`config.mk`:
```
export PLATFORM = sky130hd
export DESIGN_NAME = rc4_prga_decryptor
export DESIGN_NICKNAME = d
export VERILOG_FILES = /design/src/rtl/rc4_prga_decryptor.sv
export SDC_FILE = /design/constraint.sdc
export NUM_CORES = 1
export LEC_CHECK = 0
export CORE_MARGIN = 8
export CORE_UTILIZATION = 37
export CTS_BUF_LIST = sky130_fd_sc_hd__clkbuf_8
export DETAILED_ROUTE_END_ITERATION = 10
export PLACE_DENSITY_LB_ADDON = 0.15
export SLEW_MARGIN = 20
export SYNTH_ARGS = -nofsm -noshare
export SYNTH_HDL_FRONTEND = slang
export SYNTH_SLANG_ARGS = --single-unit
```
`constraint.sdc`:
```
create_clock -name clk -period 2.9 [get_ports clk]
set_input_delay 0.87 -clock clk [delete_from_list [all_inputs] [get_ports clk]]
set_output_delay 0.87 -clock clk [all_outputs]
set_load 0.01 [all_outputs]
```
`src/rtl/rc4_prga_decryptor.sv`:
```
// RC4 keystream generator and decryptor: walks the S RAM with the PRGA swap loop,
// XORs each keystream byte with the ROM message and flags all-printable plaintext.
module rc4_prga_decryptor #(
  parameter int MSG_LEN = 32
) (
  input  logic       clk,
  input  logic       reset,
  input  logic       start,
  input  logic [7:0] encrypted_data [31:0],
  input  logic [7:0] s_q,
  output logic [7:0] s_address,
  output logic [7:0] s_data,
  output logic       s_wren,
  output logic [4:0] d_address,
  output logic [7:0] d_data,
  output logic       d_wren,
  output logic       done,
  output logic       key_valid,
  output logic [3:0] state_dbg
);

  // Protocol: a rising edge on the start level (from IDLE or DONE) launches one pass;
  // done rises when the pass ends and stays high, with key_valid meaningful, until
  // the next rising edge of start. Holding start high never relaunches.

  typedef enum logic [3:0] {
    IDLE    = 4'd0,
    READ_SI = 4'd1,
    CAP_SI  = 4'd2,
    READ_SJ = 4'd3,
    CAP_SJ  = 4'd4,
    WR_SI   = 4'd5,
    WR_SJ   = 4'd6,
    READ_F  = 4'd7,
    CAP_F   = 4'd8,
    WR_D    = 4'd9,
    DONE    = 4'd10
  } state_t;

  state_t     state;
  state_t     state_nx;

  logic [7:0] i;
  logic [7:0] j;
  logic [5:0] k;
  logic [7:0] si;
  logic [7:0] sj;
  logic [7:0] f;
  logic       start_q;
  logic       start_q2;

  logic       start_rise;
  logic [7:0] f_addr;
  logic [7:0] plain;
  logic       char_ok;
  logic       last_byte;

  assign start_rise = start_q & ~start_q2;
  // Keystream index uses the pre-swap captures; the sum is unchanged by the swap.
  assign f_addr     = si + sj;
  assign plain      = f ^ encrypted_data[k[4:0]];
  assign char_ok    = ((plain >= 8'h61) && (plain <= 8'h7a)) || (plain == 8'h20);
  assign last_byte  = (k == 6'(MSG_LEN - 1));
  assign state_dbg  = state;

  always_ff @(posedge clk) begin
    if (reset) begin
      state     <= IDLE;
      i         <= 8'd0;
      j         <= 8'd0;
      k         <= 6'd0;
      si        <= 8'd0;
      sj        <= 8'd0;
      f         <= 8'd0;
      done      <= 1'b0;
      key_valid <= 1'b0;
      start_q   <= 1'b0;
      start_q2  <= 1'b0;
    end else begin
      start_q  <= start;
      start_q2 <= start_q;
      state    <= state_nx;
      case (state)
        IDLE, DONE: begin
          if (start_rise) begin
            i         <= 8'd1;
            j         <= 8'd0;
            k         <= 6'd0;
            done      <= 1'b0;
            key_valid <= 1'b0;
          end
        end
        CAP_SI: begin
          si <= s_q;
          j  <= j + s_q;
        end
        CAP_SJ: sj <= s_q;
        CAP_F:  f  <= s_q;
        WR_D: begin
          if (!char_ok) begin
            done      <= 1'b1;
            key_valid <= 1'b0;
          end else if (last_byte) begin
            done      <= 1'b1;
            key_valid <= 1'b1;
          end else begin
            k <= k + 6'd1;
            i <= i + 8'd1;
          end
        end
        default: ;
      endcase
    end
  end

  always_comb begin
    state_nx  = state;
    s_address = 8'd0;
    s_data    = 8'd0;
    s_wren    = 1'b0;
    d_address = 5'd0;
    d_data    = 8'd0;
    d_wren    = 1'b0;
    case (state)
      IDLE, DONE: begin
        if (start_rise) state_nx = READ_SI;
      end
      READ_SI: begin
        s_address = i;
        state_nx  = CAP_SI;
      end
      CAP_SI:  state_nx = READ_SJ;
      READ_SJ: begin
        s_address = j;
        state_nx  = CAP_SJ;
      end
      CAP_SJ:  state_nx = WR_SI;
      WR_SI: begin
        s_address = i;
        s_data    = sj;
        s_wren    = 1'b1;
        state_nx  = WR_SJ;
      end
      // When i==j this rewrites the same location with its original value.
      WR_SJ: begin
        s_address = j;
        s_data    = si;
        s_wren    = 1'b1;
        state_nx  = READ_F;
      end
      READ_F: begin
        s_address = f_addr;
        state_nx  = CAP_F;
      end
      CAP_F:   state_nx = WR_D;
      WR_D: begin
        d_address = k[4:0];
        d_data    = plain;
        d_wren    = 1'b1;
        state_nx  = (!char_ok || last_byte) ? DONE : READ_SI;
      end
      default: state_nx = IDLE;
    endcase
  end

endmodule

```
* Word-level counts from Yosys, hierarchy flattened
Index checks and enable logic that the tools add are counted.
** Operators by class
- Equality and inequality tests :: 16
- Add/sub/neg operators :: 4
- Bitwise operators :: 3
- Multiply operators :: 0
- Mux-type cells :: 27
- Reductions and logical operators :: 14
- Shifts and indexed selects :: 0
- Divide/modulo/power cells :: 0
- Magnitude comparators :: 3
** Operators by type and width (count)
- two-way mux 8 bit :: 6
- one-hot mux 8 bit (2 select lines) :: 3
- binary-select mux 8 bit (select 5 bit) :: 1
- one-hot mux 4 bit (10 select lines) :: 1
- one-hot mux 8 bit (3 select lines) :: 1
- two-way mux 6 bit :: 3
- adder 8 bit :: 2
- equality test 4 x 3 -> 1 bit, second input constant :: 4
- equality test 4 bit, second input constant :: 3
- one-hot mux 6 bit (2 select lines) :: 1
- adder 8 x 1 -> 8 bit, second input constant :: 1
- equality test 4 x 2 -> 1 bit, second input constant :: 2
- equality test 8 x 6 -> 1 bit, second input constant :: 1
- >= comparator 8 x 7 -> 1 bit, second input constant :: 1
- <= comparator 8 x 7 -> 1 bit, second input constant :: 1
- two-way mux 4 bit :: 2
- OR reduction 2 bit :: 4
- bitwise XOR 8 bit :: 1
- adder 6 x 1 -> 6 bit, second input constant :: 1
- equality test 6 x 5 -> 1 bit, second input constant :: 1
- less-than comparator 5 x 6 -> 1 bit, second input constant :: 1
- two-way mux 1 bit :: 6
- != test 2 bit, second input constant :: 3
- two-way mux 5 bit :: 1
- other kinds (13) :: 16
** Storage, ports and cells
- Memories kept :: 0
- Logic and storage cells :: 78
- Memory bits (read-only) :: 0
- Bits in writable memories :: 0
- Register bits :: 54
- Output and inout port bits :: 37
- Bits in latches :: 0
- Input bits :: 267

* Depth between registers and ports, before layout
- Depth in word-level cells :: 10
- Gate-level depth with buffers :: 15
- Gate-level depth less buffers :: 11

* Least setup slack after synthesis
No wires, ideal clock.
- Path kind :: input-to-reg
- Start :: input port encrypted_data[250] in the netlist's numbering
- End :: register k[5]
- Stages :: 11
- Buffers on the path :: 1
- Arrival :: 2.975 ns
- Slack :: -0.193 ns
- Library setup time :: 0.118 ns
- Required time :: 2.782 ns
- Cells stage by stage :: mux2i_1 a22oi_1 a21oi_1 nor4_2 xnor2_2 o21ai_1 a2111oi_4 nand2_2 buf_6 or3_1 mux2i_1
** On the way
- Longest elaborated chain between the ends :: 8
- Elaborated cells between the ends (all ways) :: 10
- Those cells by class :: order compare: 2; eq/ne: 2; mux: 2; bitwise: 1; reduce/logical: 3
** Ends and longest elaborated chain
- start: declaration :: RTL line 9 : input logic [7:0] encrypted_data [31:0],
- binary-select mux 8 bit (select 5 bit) (*) :: RTL line 61 : assign plain = f ^ encrypted_data[k[4:0]];
- two-way mux 8 bit (implied by the code) (*) :: RTL line 61
- bitwise XOR 8 bit (*) :: RTL line 61
- >= comparator 8 x 7 -> 1 bit / <= comparator 8 x 7 -> 1 bit (equally long branches) :: RTL line 62 : assign char_ok = ((plain >= 8'h61) && (plain <= 8'h7a)) || (plain == 8'h20);
- logical AND 1 bit :: RTL line 62
- logical OR 1 bit (*) :: RTL line 62
- != test 2 bit (no source line) (*)
- AND reduction 4 bit (no source line) (*)
- end signal: assignment :: RTL line 107 : k <= k + 6'd1;
- end: declaration :: RTL line 45 : logic [5:0] k;
Mark *: on every way between the ends. The rest lies on a longest branch, timed or not. The select of a mux whose other input is x is not followed.
A chain may end at the register's enable or synchronous reset.

* Worst setup path after layout
- Start :: input port encrypted_data[192] in the netlist's numbering
- End :: register k[5]
Same word-level chain as after synthesis.

==> impl_results.md <==
* Synth async-reset ratio at 0%
* Register area share after synthesis at 19.60%
* Layout Nets at 1366
* Synth top area share at 21.96%
* Boundary Pins at 304
* Crit. End Element: flip-flop
* Required time of the critical path at 3.11 ns
* Via-to-Cell Ratio at 5.469
* Full die area at 19070 um^2
* Die Ht at 138.1 um
* Clock power frac at 19.5%
* H-tree depth at 2
* Synthesized cell area at 5517 um^2
* Comb power frac at 46.4%
* Worst hold start: f[1]$_SDFFE_PP0P_
* Hold WC Path Type: flip-flop to flip-flop
* Root buffer cell: clkbuf_8
* Slew Limit Fails at 0
* Number of synthesized flops with an enable pin at 0
* PortBufs at 303
* Failing checks: setup timing
* Hold_buf cts at 0
* CP Launch Type: primary input
* Drt total wl at 27870 um
* FF+latch count, synth at 54
* Hold slack at 0.4836 ns
* Final hold violation count at 0
* Cell Pwr Density at 264.3 nW/um^2
* Number of global-route vias before repair at 6834
* Post-synth top area cell: mux2i_1
* Setup crit start: encrypted_data[192]
* Placed cell areas at 9320 um^2
* Yosys warning count at 0
* Post-DP HPWL at 22190 um
* Final period utilization at 113.3%
* CTS tree: yes
* Area Growth Syn to Fin at 77.66%
* Peak VDD IR at 0.5748 mV
* Max-slew headroom at 41.62%
* Sequential power share at 34.2%
* Total number of vias at 6946
* Crit path max fanout at 6
* DRT antenna net count at 0
* Setup Viol. Count Final at 29
* First-pass DRT Iterations at 5
* GRT Total Usage at 27.15%
* Fmax at 304.4 MHz
* Arrival time at the worst endpoint at 3.50 ns
* Leak Pwr at 4.007 nW
* Synth area leaders: mux2i_1, dfxtp_1, a22oi_1, a21oi_1, nand2_1
* Avg Cell Area, Syn at 7.926 um^2
* Mapped Cells at 696
* Starting density of the core at 37.96%
* Iter 0 DRT Violations at 476
* Std-Cell Rows at 44
* Clock skew at 0.007243 ns
* Fin crit period at 3.285 ns
* Distinct cells, synth at 57
* Clock sinks at 54
* Synth Flop Type: dfxtp_1
* RSZ-0062 raised after global routing: yes
* Largest net degree at the start of global routing at 26
* Gr ovfl total at 0
* Final instance area at 9801 um^2
* Most frequent cells in the layout: dlygate4sd2_1, mux2i_1, buf_4
* Initial antenna violation count at 4
* Switching Fraction at 34.61%
* Status: finished, violations left
* Sw power at 896.4 uW
* WL per Instance at 21.94 um
* Setup Crit Path Kind: primary input to flip-flop
* Reg clk slew, reported paths at 0.10 ns
* Post-route setup TNS at -6.750 ns
* First-pass GRT wire length at 41860 um
* Fin worst setup slack at -0.3853 ns
* CTS buffer count at 5
* Routability cong. at 0.8492
* P_int at 1.694 mW
* Slew @ Worst Pin at 0.8690 ns
* Core area at 14530 um^2
* Max-Cap Viols at 0
* Clock Tree Buf Depth at 2
* Die Wd at 138.1 um
* Share of cells above drive strength 1 at 24.40%
* Leading cell type in the layout, fill and taps excluded: dlygate4sd2_1
* DRC viols at 0
* Worst-Skew Late Latency at 0.31 ns
* Mapped Nets at 981
* RR Startpoint: k[1]$_SDFFE_PP0P_
## timing repair
action,4_1_cts,5_1_grt
pin swaps,116,53
gates cloned,4,3
resized for setup,384,73
endpoints found under the setup margin,38,39
setup buffers,18,14
## worst max-delay path, cell delays in order
cell	delay, ns
dlygate4sd2_1	0.21
mux2i_1	0.10
a22oi_1	0.23
a21oi_1	0.12
nor4_2	0.32
buf_4	0.18
xnor2_2	0.11
buf_4	0.15
o21ai_4	0.06
a2111oi_4	0.41
nand2_4	0.13
buf_6	0.15
or3_4	0.32
mux2i_1	0.12
## power by group through the flow
stage	registers (mW)	logic (mW)	clock network, mW
floorplan	0.885	0.546	0
global placement	0.888	1.21	0
detailed placement	0.890	1.23	0
CTS	0.878	1.16	0.518
global route	0.894	1.31	0.550
finish	0.885	1.20	0.505
## path summary, 6_finish.rpt
path                                          end  slack [ns]  depth (start not counted)
worst max-delay path            k[5]$_SDFFE_PP0P_       -0.39                         14
worst min-delay path            f[1]$_SDFFE_PP0P_        0.48                          2
worst max register to register  k[5]$_SDFFE_PP0P_       -0.35                         15
worst min register to register  f[1]$_SDFFE_PP0P_        0.48                          2
## per-stage QoR
step	power (mW)	setup slack [ns]	utilization, %	instances
2_1_floorplan	1.431	-0.09533	-	696
3_3_place_gp	2.095	-1.171	64.13	1228
3_5_place_dp	2.116	-1.145	64.13	1228
4_1_cts	2.558	-0.2829	65.24	1255
5_1_grt	2.751	-0.4498	67.43	1270
6_report	2.590	-0.3853	67.43	1270
## cells by family (layout without fill, tap and decap cells)
group	Yosys count	after routing	share of synthesized area [%]
flip-flops	54	54	19.60
XOR/XNOR	22	22	3.629
buffers and inverters	71	457	6.872
adder cells (fa/ha/maj)	18	18	4.355
multiplexers	126	126	23.79
AND/OR/NAND/NOR	211	211	18.28
AO/OA/AOI/OAI	194	194	23.48
other	0	4	0
## registers in the layout, summed over array words and instances (netlist names)
register and flops:
f 8, i 8, j 8, si 8, sj 8, k 6, state_dbg 4, done 1
key_valid 1, start_q 1, start_q2 1
## per-layer routing
metal / GRT usage [%] / part of all wire [%] / routed length, um / up-vias
li1: - / - / - / 3330
met4: 5.092 / 1.2 / 327 / 0
met3: 4.247 / 5.2 / 1450 / 20
met5: 0 / 0 / 0 / -
met1: 32.95 / 42 / 11670 / 3358
met2: 49.41 / 52 / 14420 / 238
## synth_stat cells, drive strengths merged, types with 2 or more instances
library cell,instances
a21oi,76
nand2b,13
a211oi,2
or3,4
fa,2
a21o,4
a311oi,2
nor2,39
nor3,6
xor2,5
clkbuf,27
a221o,2
mux4,4
nor4,7
nand3,27
o31ai,4
a22o,2
a22oi,70
ha,16
or2,4
xnor2,17
inv,14
nor2b,17
o21ai,11
nand4,3
o21bai,5
or4,2
buf,30
dfxtp,54
o2111ai,2
and2,5
nand2,79
o211ai,5
and3,2
a21boi,3
mux2i,121
## cell type report
cell class                      count  area, um^2
Fill cell                        1299        4733
Multi-Input combinational cell    571        4424
Timing Repair Buffer              435        3877
Sequential cell                    54        1100
Tap cell                          184       230.2
Clock buffer                        5       68.82
Inverter                           14       52.55
Clock inverter                      3       37.54
Antenna cell                        4       10.01
No activity file was read; power rests on OpenSTA's default activity.
